--- src/rtl/fp_sched_pkg.sv ---
// Shared types and helpers for the FP vector-add scheduler.
// Latency: n/a (types, constants and pure functions only).
// Backpressure: n/a.
package fp_sched_pkg;

    localparam int DEF_EXP_BITS  = 5;
    localparam int DEF_MANT_BITS = 6;
    localparam int DEF_LANES     = 4;

    // The tag id is sized for the largest requester count this slice is
    // built for; raise MAX_NUM_REQ before instantiating more requesters.
    localparam int MAX_NUM_REQ = 2;
    localparam int TAG_ID_W    = (MAX_NUM_REQ > 1) ? $clog2(MAX_NUM_REQ) : 1;

    function automatic int fp_width(input int exp_bits, input int mant_bits);
        return 1 + exp_bits + mant_bits;
    endfunction

    function automatic int data_width(input int lanes, input int exp_bits, input int mant_bits);
        return lanes * fp_width(exp_bits, mant_bits);
    endfunction

    localparam int DEF_FP_W   = fp_width(DEF_EXP_BITS, DEF_MANT_BITS);
    localparam int DEF_DATA_W = data_width(DEF_LANES, DEF_EXP_BITS, DEF_MANT_BITS);

    // Tag travelling alongside a beat through the adder.
    typedef struct packed {
        logic                valid;
        logic [TAG_ID_W-1:0] id;
    } tag_t;

    // Lane 0 sits at the MSBs of a beat, lane LANES-1 at the LSBs.
    function automatic logic [DEF_FP_W-1:0] lane_slice(input logic [DEF_DATA_W-1:0] vec,
                                                        input int lane);
        return vec[(DEF_LANES-1-lane)*DEF_FP_W +: DEF_FP_W];
    endfunction

endpackage

--- src/rtl/fp_rsp_fifo.sv ---
// Per-requester result FIFO: registered storage with an occupancy count.
// Latency: a pushed word is visible at the head the cycle after the push (no bypass).
// Backpressure: none internally; the caller's credits guarantee no push when full.
// Ports: clk/rst; push + push_data write; pop advances the head; head_data; count.
module fp_rsp_fifo #(
    parameter  int WIDTH = 48,
    parameter  int DEPTH = 4,
    localparam int CNT_W = $clog2(DEPTH + 1),
    localparam int PTR_W = (DEPTH > 1) ? $clog2(DEPTH) : 1
) (
    input  logic             clk,
    input  logic             rst,
    input  logic             push,
    input  logic [WIDTH-1:0] push_data,
    input  logic             pop,
    output logic [WIDTH-1:0] head_data,
    output logic [CNT_W-1:0] count
);

    logic [WIDTH-1:0] mem [DEPTH];
    logic [PTR_W-1:0] wr_ptr;
    logic [PTR_W-1:0] rd_ptr;

    function automatic logic [PTR_W-1:0] ptr_inc(input logic [PTR_W-1:0] p);
        return (p == PTR_W'(DEPTH - 1)) ? '0 : p + PTR_W'(1);
    endfunction

    always_ff @(posedge clk or posedge rst) begin
        if (rst) begin
            wr_ptr <= '0;
            rd_ptr <= '0;
            count  <= '0;
        end else begin
            if (push) wr_ptr <= ptr_inc(wr_ptr);
            if (pop)  rd_ptr <= ptr_inc(rd_ptr);
            count <= count + CNT_W'(push) - CNT_W'(pop);
        end
    end

    // Storage carries no reset; only count decides what is valid.
    always_ff @(posedge clk) begin
        if (push) mem[wr_ptr] <= push_data;
    end

    assign head_data = mem[rd_ptr];

    // A push into a full FIFO is legal only when the head pops in the same cycle.
    a_no_overflow: assert property (@(posedge clk) disable iff (rst)
        !(push && !pop && count == CNT_W'(DEPTH)));
    a_no_underflow: assert property (@(posedge clk) disable iff (rst)
        !(pop && count == '0));

endmodule

--- src/rtl/fp_vadd_scheduler.sv ---
// Round-robin, credit-gated sharing of one fixed-latency vector adder among NUM_REQ requesters.
// Latency: grant/issue combinational in cycle T; result at FIFO head (rsp_valid) at T+DP_LATENCY+1.
// Backpressure: a requester is granted only while FIFO occupancy + in-flight beats < RSP_DEPTH.
// Ports: req_valid/req_ready/req_a/req_b (issue side, packed per requester), rsp_valid/rsp_ready/
//        rsp_data (per-requester results), dp_in_valid/dp_op1/dp_op2 and dp_out_valid/dp_out
//        (adder), busy and sticky tag_err.
module fp_vadd_scheduler
    import fp_sched_pkg::*;
#(
    parameter  int EXP_BITS   = 5,
    parameter  int MANT_BITS  = 6,
    parameter  int LANES      = 4,
    parameter  int NUM_REQ    = 2,
    parameter  int DP_LATENCY = 2,
    parameter  int RSP_DEPTH  = 4,
    localparam int FP_W       = fp_width(EXP_BITS, MANT_BITS),
    localparam int DATA_W     = data_width(LANES, EXP_BITS, MANT_BITS)
) (
    input  logic                      clk,
    input  logic                      rst,
    input  logic [NUM_REQ-1:0]        req_valid,
    output logic [NUM_REQ-1:0]        req_ready,
    input  logic [NUM_REQ*DATA_W-1:0] req_a,
    input  logic [NUM_REQ*DATA_W-1:0] req_b,
    output logic [NUM_REQ-1:0]        rsp_valid,
    input  logic [NUM_REQ-1:0]        rsp_ready,
    output logic [NUM_REQ*DATA_W-1:0] rsp_data,
    output logic                      dp_in_valid,
    output logic [DATA_W-1:0]         dp_op1,
    output logic [DATA_W-1:0]         dp_op2,
    input  logic                      dp_out_valid,
    input  logic [DATA_W-1:0]         dp_out,
    output logic                      busy,
    output logic                      tag_err
);

    localparam int              CNT_W   = $clog2(RSP_DEPTH + 1);
    localparam logic [CNT_W-1:0] CNT_MAX = CNT_W'(RSP_DEPTH);

    logic [TAG_ID_W-1:0] rr_ptr;    // first requester considered next cycle
    logic                gnt_any;
    logic [TAG_ID_W-1:0] gnt_id;
    int                  idx;

    logic [NUM_REQ-1:0]  eligible;
    logic [NUM_REQ-1:0]  push;
    logic [NUM_REQ-1:0]  pop;
    logic [CNT_W-1:0]    fifo_cnt   [NUM_REQ];
    logic [CNT_W-1:0]    flight_cnt [NUM_REQ];
    logic [CNT_W-1:0]    credit     [NUM_REQ];
    logic [DATA_W-1:0]   head       [NUM_REQ];

    tag_t                tag_pipe   [DP_LATENCY];
    tag_t                tail;

    assign tail = tag_pipe[DP_LATENCY-1];

    // Credits are derived from the FIFO count plus the tags still in the
    // adder, so they can never drift from what is actually outstanding.
    always_comb begin
        for (int i = 0; i < NUM_REQ; i++) begin
            flight_cnt[i] = '0;
            for (int s = 0; s < DP_LATENCY; s++) begin
                if (tag_pipe[s].valid && tag_pipe[s].id == TAG_ID_W'(i))
                    flight_cnt[i] = flight_cnt[i] + CNT_W'(1);
            end
            credit[i]   = fifo_cnt[i] + flight_cnt[i];
            eligible[i] = !rst && req_valid[i] && (credit[i] < CNT_MAX);
        end
    end

    // Round-robin search starting at rr_ptr, wrapping once.
    always_comb begin
        gnt_any = 1'b0;
        gnt_id  = '0;
        idx     = 0;
        for (int k = 0; k < NUM_REQ; k++) begin
            idx = int'(rr_ptr) + k;
            if (idx >= NUM_REQ) idx = idx - NUM_REQ;
            if (!gnt_any && eligible[idx]) begin
                gnt_any = 1'b1;
                gnt_id  = TAG_ID_W'(idx);
            end
        end
    end

    always_comb begin
        for (int i = 0; i < NUM_REQ; i++)
            req_ready[i] = gnt_any && (gnt_id == TAG_ID_W'(i));
    end

    assign dp_in_valid = gnt_any;
    assign dp_op1 = gnt_any ? req_a[int'(gnt_id)*DATA_W +: DATA_W] : '0;
    assign dp_op2 = gnt_any ? req_b[int'(gnt_id)*DATA_W +: DATA_W] : '0;

    always_ff @(posedge clk or posedge rst) begin
        if (rst) begin
            rr_ptr  <= '0;
            tag_err <= 1'b0;
            for (int s = 0; s < DP_LATENCY; s++) tag_pipe[s] <= '0;
        end else begin
            if (gnt_any)
                rr_ptr <= (int'(gnt_id) == NUM_REQ - 1) ? '0 : gnt_id + TAG_ID_W'(1);
            tag_pipe[0].valid <= gnt_any;
            tag_pipe[0].id    <= gnt_id;
            for (int s = 1; s < DP_LATENCY; s++) tag_pipe[s] <= tag_pipe[s-1];
            // Adder strobe disagreeing with the tag pipe means beats and tags
            // are out of step; flag it and keep the data out of the FIFOs.
            if (dp_out_valid != tail.valid) tag_err <= 1'b1;
        end
    end

    for (genvar g = 0; g < NUM_REQ; g++) begin : g_rsp
        assign push[g] = dp_out_valid && tail.valid && (tail.id == TAG_ID_W'(g));
        assign pop[g]  = rsp_valid[g] && rsp_ready[g];
        assign rsp_valid[g] = (fifo_cnt[g] != '0);
        assign rsp_data[g*DATA_W +: DATA_W] = head[g];

        fp_rsp_fifo #(
            .WIDTH (DATA_W),
            .DEPTH (RSP_DEPTH)
        ) u_fifo (
            .clk       (clk),
            .rst       (rst),
            .push      (push[g]),
            .push_data (dp_out),
            .pop       (pop[g]),
            .head_data (head[g]),
            .count     (fifo_cnt[g])
        );
    end

    always_comb begin
        busy = |rsp_valid;
        for (int s = 0; s < DP_LATENCY; s++) busy = busy | tag_pipe[s].valid;
    end

endmodule

--- config.mk ---
export PLATFORM = sky130hd
export DESIGN_NAME = fp_vadd_scheduler
export DESIGN_NICKNAME = d
export VERILOG_FILES = /design/src/rtl/fp_sched_pkg.sv /design/src/rtl/fp_rsp_fifo.sv /design/src/rtl/fp_vadd_scheduler.sv
export SDC_FILE = /design/constraint.sdc
export NUM_CORES = 1
export LEC_CHECK = 0
export CORE_AREA = 4 4 216 155
export CTS_CLUSTER_DIAMETER = 80
export DETAILED_ROUTE_END_ITERATION = 8
export DIE_AREA = 0 0 220 159
export PLACE_DENSITY = 0.85
export REMOVE_ABC_BUFFERS = 1
export SYNTH_ARGS = -nofsm -noshare
export SYNTH_HDL_FRONTEND = slang
export SYNTH_HIERARCHICAL = 1
export SYNTH_SLANG_ARGS = --single-unit
--- constraint.sdc ---
create_clock -name clk -period 7.2 [get_ports clk]
set_input_delay 2.16 -clock clk [delete_from_list [all_inputs] [get_ports clk]]
set_output_delay 2.16 -clock clk [all_outputs]
set_load 0.02 [all_outputs]
# [Word level (Yosys, flattened, before mapping)]
# Memories as Yosys holds them, arrays and structs flattened.
# Index checks and enable logic that the tools add are counted.
[totals] regBits=20 ramBits=384 inputBits=247 elab_cells=97 n_memories=2
[op_classes] addsub=16 n_mul=1 n_lt_le_gt_ge=6 n_eq_ne=5 shifts=2 n_mux=27 bitwise_logic=5 reduce_logical=21
[mem_list] name="g_rsp[0].u_fifo.mem" words=4 word_bits=48 read_ports=1 rd_ports_with_merged_regs=0 wr=1 line="fp_rsp_fifo.sv:20" source="logic [WIDTH-1:0] mem [DEPTH];"
[mem_list] name="g_rsp[1].u_fifo.mem" words=4 word_bits=48 read_ports=1 rd_ports_with_merged_regs=0 wr=1 line="fp_rsp_fifo.sv:20"
[ops] operator="2-to-1 mux 48 bit" count=2
[ops] operator="variable part select 96 x 32 -> 48 bit" count=1
[ops] operator="variable part select 96 x 8 -> 48 bit" count=1
[ops] operator="less-than comparator 32 x 3 -> 1 bit (second input constant)" count=2
[ops] operator="2-to-1 mux 32 bit" count=2
[ops] operator="2-to-1 mux 1 bit" count=17
[ops] operator="logical AND 1 bit" count=16
[ops] operator="adder 2 x 1 -> 2 bit (second input constant)" count=4
[ops] operator="equality test 2 bit (second input constant)" count=4
[ops] operator="2-to-1 mux 2 bit" count=4
[ops] operator="adder 3 x 1 -> 3 bit" count=2
[ops] operator="adder 3 x 1 -> 3 bit (second input constant)" count=2
[ops] operator="adder 3 bit" count=2
[ops] operator="less-than comparator 3 bit (second input constant)" count=2
[ops] operator="2-to-1 mux 3 bit" count=2
[ops] operator="nonzero test 3 bit" count=2
[ops] operator="subtractor 3 x 1 -> 3 bit" count=2
[ops] operator="multiplier 1 x 2 -> 3 bit (second input constant)" count=1
[ops] operator="NOT 1 bit" count=3
[ops] operator="subtractor 1 x 2 -> 3 bit (second input constant)" count=1
[ops] operator="subtractor 2 x 2 -> 3 bit (second input constant)" count=1
[ops] operator="adder 1 x 1 -> 2 bit (second input constant)" count=1
[ops] operator=">= comparator 1 x 2 -> 1 bit (second input constant)" count=1
[ops] operator=">= comparator 2 bit (second input constant)" count=1
[ops] operator="other kinds (5)" count=7

# [Longest topological paths before layout]
# Gate-level depths: netlist of run 1.
[depth] word_depth=18 mapped_depth=10 depth_no_buf=9

# [Hierarchy]
# Netlist of run 1, hierarchy kept.
[modules_own_cells] mod="fp_rsp_fifo" instances=2 cells_per_inst=286 area_per_inst_um2=7350.8
[modules_own_cells] mod="fp_vadd_scheduler" instances=1 cells_per_inst=155 area_per_inst_um2=1383.8

# [Worst setup path before layout of run 1]
# No wires, ideal clock.
[synth_path] path_kind="input port to output port" startpoint="in req_valid[1]" endpoint="out dp_op2[10]" arrival_ns=3.448 required_ns=5.040 slack_ns=1.592 cell_stages=6 path_buffers=2 path_cell_list="nand2b_1 mux2_2 a311oi_4 buf_4 buf_4 a22o_1"
[synth_via] elab_chain_cells=12 elab_cells_between_ends=17
[synth_lines] item="from (decl)" line="fp_vadd_scheduler.sv:21" source="input logic [NUM_REQ-1:0] req_valid,"
[synth_lines] item="logical AND 1 bit * (2 in a row)" line="fp_vadd_scheduler.sv:68" source="eligible[i] = !rst && req_valid[i] && (credit[i] < CNT_MAX);"
[synth_lines] item="2-to-1 mux 1 bit (implied by the code) (3 in a row)" line="fp_vadd_scheduler.sv:80" source="if (!gnt_any && eligible[idx]) begin"
[synth_lines] item="2-to-1 mux 1 bit" line="fp_vadd_scheduler.sv:80"
[synth_lines] item="zero test 1 bit" line="fp_vadd_scheduler.sv:80"
[synth_lines] item="logical AND 1 bit" line="fp_vadd_scheduler.sv:80"
[synth_lines] item="2-to-1 mux 1 bit" line="fp_vadd_scheduler.sv:80"
[synth_lines] item="multiplier 1 x 2 -> 3 bit" line="fp_vadd_scheduler.sv:94" source="assign dp_op2 = gnt_any ? req_b[int'(gnt_id)*DATA_W +: DATA_W] : '0;"
[synth_lines] item="variable part select 96 x 8 -> 48 bit" line="fp_vadd_scheduler.sv:94"
[synth_lines] item="2-to-1 mux 48 bit *" line="fp_vadd_scheduler.sv:94"
[synth_lines] item="to (decl)" line="fp_vadd_scheduler.sv:30" source="output logic [DATA_W-1:0] dp_op2,"
# Mark *: on every way between the ends. The rest lies on a longest branch, timed or not. The select of a mux whose other input is x is not followed.

# [Worst setup path in the final report of run 1]
[layout_path] startpoint="in req_valid[1]" endpoint="out dp_op2[26]"
# The elaborated chain is that of the path after synthesis.

==> results.json, run 1 <==
{
  "setup_viol": 0,
  "start_kind": "input port",
  "reg2reg_slack_ps": 4540,
  "clkTransAtPathRegs_ps": 60,
  "final_net_count": 1452,
  "period_share_pct": 95.2,
  "detail-route-antenna-nets": 0,
  "initial_core_util_pct": 51.8,
  "fin_crit_ps": 6850,
  "syn_to_final_growth_pct": 38.3,
  "max_stage_delay_ps": 660,
  "peakVddDrop_mv": 0.339,
  "critPathKind": "in -> out",
  "final_util_pct": 71.6,
  "design_area_sq_um": 22200,
  "syn_inst": 727,
  "dieArea_sq_um": 35000,
  "cp_data_arrival_time_ps": 4690,
  "timing.hold.ws_ps": 424,
  "numCtsBuffers": 37,
  "cts_tree": "yes",
  "drt-initial-drc-count": 1323,
  "synth_area_sq_um": 16100,
  "drv_cap": 0,
  "drc_errors": 0,
  "dr.pass1.iters": 5,
  "report.final.slew_viol_count": 0,
  "h-tree-depth": 2,
  "clock-root-buffer": "clkbuf_16",
  "vias": 9707,
  "clk-insertion-delay-late_ps": 530,
  "grt-ovfl-total": 0,
  "vias_per_cell": 5.93,
  "gp_congestion": 0.985,
  "finalHoldViolations": 0,
  "die_h_um": 159,
  "cts_buffer_depth": 3,
  "io_pins": 446,
  "clock_sinks": 404,
  "tightest_slew_ps": 1080,
  "outcome": "finished clean",
  "power.density_nw_per_um2": 356,
  "track_usage_pct": 31.4,
  "yosysUniqueCellTypes": 32,
  "hold_class": "reg -> reg",
  "antenna_found_initial": 9,
  "fin_skew_ps": 18.9,
  "slew_headroom_pct": 28.0,
  "crit_top_cell": "clkdlybuf4s50_1",
  "grt_first_pass_wirelength_um": 77000,
  "tns_ps": 0,
  "grt_max_degree": 76,
  "fmax_mhz": 146,
  "hpwl_um": 38100,
  "cp_max_fo": 74,
  "drive_above_1_share_pct": 16.3,
  "layout_commonest_cell": "clkdlybuf4s50_1",
  "worstPathRequired_ps": 5040,
  "rsz0062_at_grt": "false",
  "routedWlPerCell_um": 33.7,
  "io_buffers": 445,
  "post_cts_resized": 0,
  "slowest_stage": "clkdlybuf4s50_1",
  "worst_setup_path_end_kind": "output port",
  "coreArea_sq_um": 31100,
  "synth_seq_cells": 404,
  "seq_area_frac_synth_pct": 74.8,
  "fp-row-count": 54,
  "cts-hold-fix-buffers": 0,
  "postPlaceCellArea_sq_um": 21000,
  "yosys_warnings": 6,
  "postCtsSetupRepairBufs": 0,
  "die_w_um": 220,
  "path_cells": "clkdlybuf4s50_1 > nand2_1 > mux2_2 > a311oi_4 > buf_12 > a22o_1 > clkdlybuf4s50_1",
  "p_leak_uw": 0.00747,
  "avgSynthCellArea_sq_um": 22.1,
  "wl_um": 55100,
  "final_cell_mix": "clkdlybuf4s50_1, edfxtp_1, a22o_1",
  "grt_pass1_vias": 9884
}
critical path, delay by kind of cell:
family          cells  cell delay, ps
compound gates      2             560
buf+inv             3            1500
mux                 1             330
simple gates        1              60
layer usage:
| metal | track usage [%] | wire, um | up-vias |
|---|---|---|---|
| li1 | - | - | 4000 |
| met1 | 45.6 | 22300 | 5071 |
| met2 | 49.2 | 26500 | 554 |
| met3 | 9.10 | 5330 | 74 |
| met4 | 5.14 | 930 | 8 |
| met5 | 0 | 46 | - |
flip-flops by register name, summed over array words and instances (netlist names):
name	cells
g_rsp.u_fifo/wr_ptr	4
g_rsp.u_fifo/mem	384
g_rsp.u_fifo/count	6
rr_ptr	1
g_rsp.u_fifo/rd_ptr	4
tag_err	1
tag_pipe	4
cell usage after synthesis, drive strengths merged:
library cell | instances | area (sq um)
xor2 | 1 | 8.76
mux4 | 96 | 2180
nor2b | 3 | 18.8
or2 | 1 | 6.26
dfrtp | 20 | 500
or3 | 2 | 12.5
o2111a | 1 | 11.3
o31ai | 1 | 7.51
o21ai | 5 | 25.0
a311oi | 2 | 35.0
mux2 | 3 | 33.8
or4 | 1 | 7.51
nand2b | 3 | 18.8
edfxtp | 384 | 11500
nand2 | 4 | 15.0
fa | 2 | 40.0
a22o | 96 | 841
or3b | 2 | 17.5
ha | 19 | 238
mux2i | 2 | 20.0
a21oi | 1 | 5.00
buf | 43 | 327
a31oi | 2 | 12.5
inv | 16 | 60.1
xnor2 | 4 | 35.0
and2 | 13 | 81.3
kinds of logic (layout without fill, tap and decap cells):
logic type / count (synthesis) / after routing / synth area share [%]
and+or+nand+nor: 29 / 29 / 1.10
adders and majority gates: 21 / 21 / 1.73
muxes: 101 / 101 / 13.9
xor gates and xnor gates: 5 / 5 / 0.272
other: 0 / 5 / 0
AOI/OAI and AO/OA: 108 / 108 / 5.83
buffers and inverters: 59 / 543 / 2.40
DFF: 404 / 404 / 74.8
power by group:
part / switching, uW / internal, uW / total, uW
registers: 198 / 2710 / 2910
clock network: 858 / 1090 / 1950
logic: 1540 / 1510 / 3050
final cells by class:
cell class | instances | area, sq um
inverters | 16 | 60.1
well taps | 420 | 526
diodes | 5 | 12.5
fillers | 1880 | 8830
multi-input cells | 264 | 3690
repair buffers | 461 | 4730
flip-flops and latches | 404 | 12000
clock buffers | 46 | 991
clock inverters | 20 | 196
worst paths after layout:
| kind | from | endpoint | depth (start not counted) |
|---|---|---|---|
| min | tag_pipe[2] | tag_pipe[0] | 0 |
| max reg2reg | tag_pipe[1] | g_rsp[0].u_fifo/mem[0][2] | 4 |
| min reg2reg | tag_pipe[2] | tag_pipe[0] | 0 |
| max in group asynchronous | rst | tag_pipe[2] | 3 |
| min in group asynchronous | rst | g_rsp[0].u_fifo/count[0] | 2 |
| max | req_valid[1] | dp_op2[26] | 7 |
through the flow:
step	total power, uW	setup WS, ps	cells
6_report	7920	349	1636
5_1_grt	8200	286	1634
4_1_cts	7950	376	1631
3_5_place_dp	5980	391	1565
3_3_place_gp	5940	398	1565
2_1_floorplan	4490	17.4	684
Power figures use the tool's default switching activity.
==> run 2: changes to the inputs <==
--- a/config.mk
+++ b/config.mk
@@ -5,10 +5,10 @@
 export SDC_FILE = /design/constraint.sdc
 export NUM_CORES = 1
 export LEC_CHECK = 0
-export CORE_AREA = 4 4 216 155
+export CORE_AREA = 4 4 181 183
 export CTS_CLUSTER_DIAMETER = 80
 export DETAILED_ROUTE_END_ITERATION = 8
-export DIE_AREA = 0 0 220 159
+export DIE_AREA = 0 0 185 187
 export PLACE_DENSITY = 0.85
 export REMOVE_ABC_BUFFERS = 1
 export SYNTH_ARGS = -nofsm -noshare
==> results.json, run 2 (same netlist as run 1, synthesis figures left out) <==
{
  "outcome": "finished clean",
  "cts_tree": "yes",
  "wl_um": 57100,
  "period_share_pct": 96.5,
  "cts-hold-fix-buffers": 0,
  "vias_per_cell": 6.09,
  "r2r_cells": 4,
  "numCtsBuffers": 39,
  "finalHoldViolations": 0,
  "slowest_stage": "clkdlybuf4s50_1",
  "drive_above_1_share_pct": 19.3,
  "final_cell_mix": "clkdlybuf4s50_1, edfxtp_1, a22o_1",
  "grt_max_degree": 98,
  "grt_first_pass_wirelength_um": 78200,
  "slew_headroom_pct": 25.9,
  "die_w_um": 185,
  "p_leak_uw": 0.00770,
  "fin_skew_ps": 16.9,
  "initial_core_util_pct": 51.5,
  "worstPathRequired_ps": 5040,
  "drc_errors": 0,
  "grt_pass1_vias": 10086,
  "clkTransAtPathRegs_ps": 60,
  "clk-insertion-delay-late_ps": 540,
  "cts_buffer_depth": 3,
  "critPathKind": "in -> out",
  "path_cells": "clkdlybuf4s50_1 > nand2_1 > mux2_2 > a311oi_4 > buf_12 > a22o_1 > clkdlybuf4s50_1",
  "crit_family": "buffers and inverters",
  "report.final.slew_viol_count": 0,
  "detail-route-antenna-nets": 0,
  "min_from": "tag_pipe[2]",
  "dieArea_sq_um": 34600,
  "clock-root-buffer": "clkbuf_16",
  "power.density_nw_per_um2": 360,
  "io_buffers": 445,
  "vias": 10001,
  "final_util_pct": 72.5,
  "grt-ovfl-total": 0,
  "postCtsSetupRepairBufs": 0,
  "layout_commonest_cell": "clkdlybuf4s50_1",
  "antenna_found_initial": 17,
  "reg_top3": "g_rsp.u_fifo/mem (384), g_rsp.u_fifo/count (6)",
  "hold-path-cell-count": 0,
  "drv_cap": 0,
  "final_net_count": 1468,
  "dr.pass1.iters": 5,
  "largest_reg_flops": 384,
  "h-tree-depth": 2,
  "whs_endpoint": "tag_pipe[0]",
  "fin_crit_ps": 6950,
  "drt-initial-drc-count": 1169,
  "cp_data_arrival_time_ps": 4790,
  "hpwl_um": 41200,
  "coreArea_sq_um": 31200,
  "post_cts_resized": 0,
  "syn_to_final_growth_pct": 40.8,
  "track_usage_pct": 32.7,
  "r2r-end": "g_rsp[0].u_fifo/mem[1][22]",
  "tns_ps": 0,
  "tightest_slew_ps": 1110,
  "worst_setup_path_end_kind": "output port",
  "fp-row-count": 65,
  "rr_startpoint": "tag_pipe[1]",
  "setup_viol": 0,
  "cp_max_fo": 97,
  "start_kind": "input port",
  "path_buf_inv": 3,
  "hold_class": "reg -> reg",
  "gp_congestion": 0.987,
  "die_h_um": 187,
  "reg2reg_slack_ps": 4330,
  "max_stage_delay_ps": 630,
  "routedWlPerCell_um": 34.8,
  "peakVddDrop_mv": 0.201,
  "rsz0062_at_grt": "false",
  "fmax_mhz": 144,
  "crit_top_cell": "clkdlybuf4s50_1",
  "io_pins": 446,
  "clock_sinks": 404,
  "largest-register": "g_rsp.u_fifo/mem"
}
==> run 2: changes by cell type in the layout (fill, tap and decap cells not counted), moves of 2 or more <==
cell,previous run,this run
clkdlybuf4s50_1,429,408
buf_12,16,34
buf_4,16,33
diode_2,5,10
clkbuf_16,38,41
bufinv_16,3,5
clkbuf_1,7,5
clkinvlp_4,1,3
==> run 2: worst max-delay path by stage <==
stage / slack [ps] / endpoint / from / cells after the start
after floorplan: 20 / dp_op1[0] / req_valid[1] / 4
after global placement: 390 / dp_op2[31] / req_valid[1] / 7
after detailed placement: 340 / dp_op2[31] / req_valid[1] / 7
after CTS: 270 / dp_op2[31] / req_valid[1] / 7
after global routing: 180 / dp_op2[11] / req_valid[1] / 7
final: 250 / dp_op2[6] / req_valid[1] / 7
==> run 2: final cells by class <==
cell class              instances  area, sq um
fillers                      1823         8580
well taps                     402          503
flip-flops and latches        404        12000
clock inverters                25          275
repair buffers                475         5010
clock buffers                  46         1040
inverters                      16         60.1
multi-input cells             264         3690
diodes                         10         25.0
==> run 2: power breakdown <==
group          internal [uW]  leakage (uW)  switching [uW]
Clock                   1230      0.000641             862
Sequential              2710       0.00369             295
Combinational           1580       0.00337            1480
Total                   5520       0.00770            2640
==> run 2: worst reg2reg max path, cell delays in order (launching register included) <==
cell and delay (ps):
dfrtp_1 400, ha_1 180, nor2b_1 540, and2_2 1010
buf_4 440
==> run 2: metal layers <==
| layer | track usage (%) | wire length, um |
|---|---|---|
| met4 | 11.5 | 2510 |
| met2 | 52.3 | 27800 |
| met1 | 42.3 | 19700 |
| met5 | 0 | 41 |
| met3 | 10.9 | 7050 |
==> run 2: stage by stage <==
stage | power (uW) | instances | setup WS (ps) | instance area, sq um | hold WS, ps
2_1_floorplan | 4490 | 684 | 17.4 | 15800 | 367
3_3_place_gp | 6030 | 1561 | 391 | 21300 | 377
3_5_place_dp | 6080 | 1561 | 336 | 21300 | 391
4_1_cts | 8190 | 1632 | 269 | 22600 | 394
5_1_grt | 8430 | 1639 | 177 | 22600 | 402
6_report | 8150 | 1642 | 254 | 22600 | 398
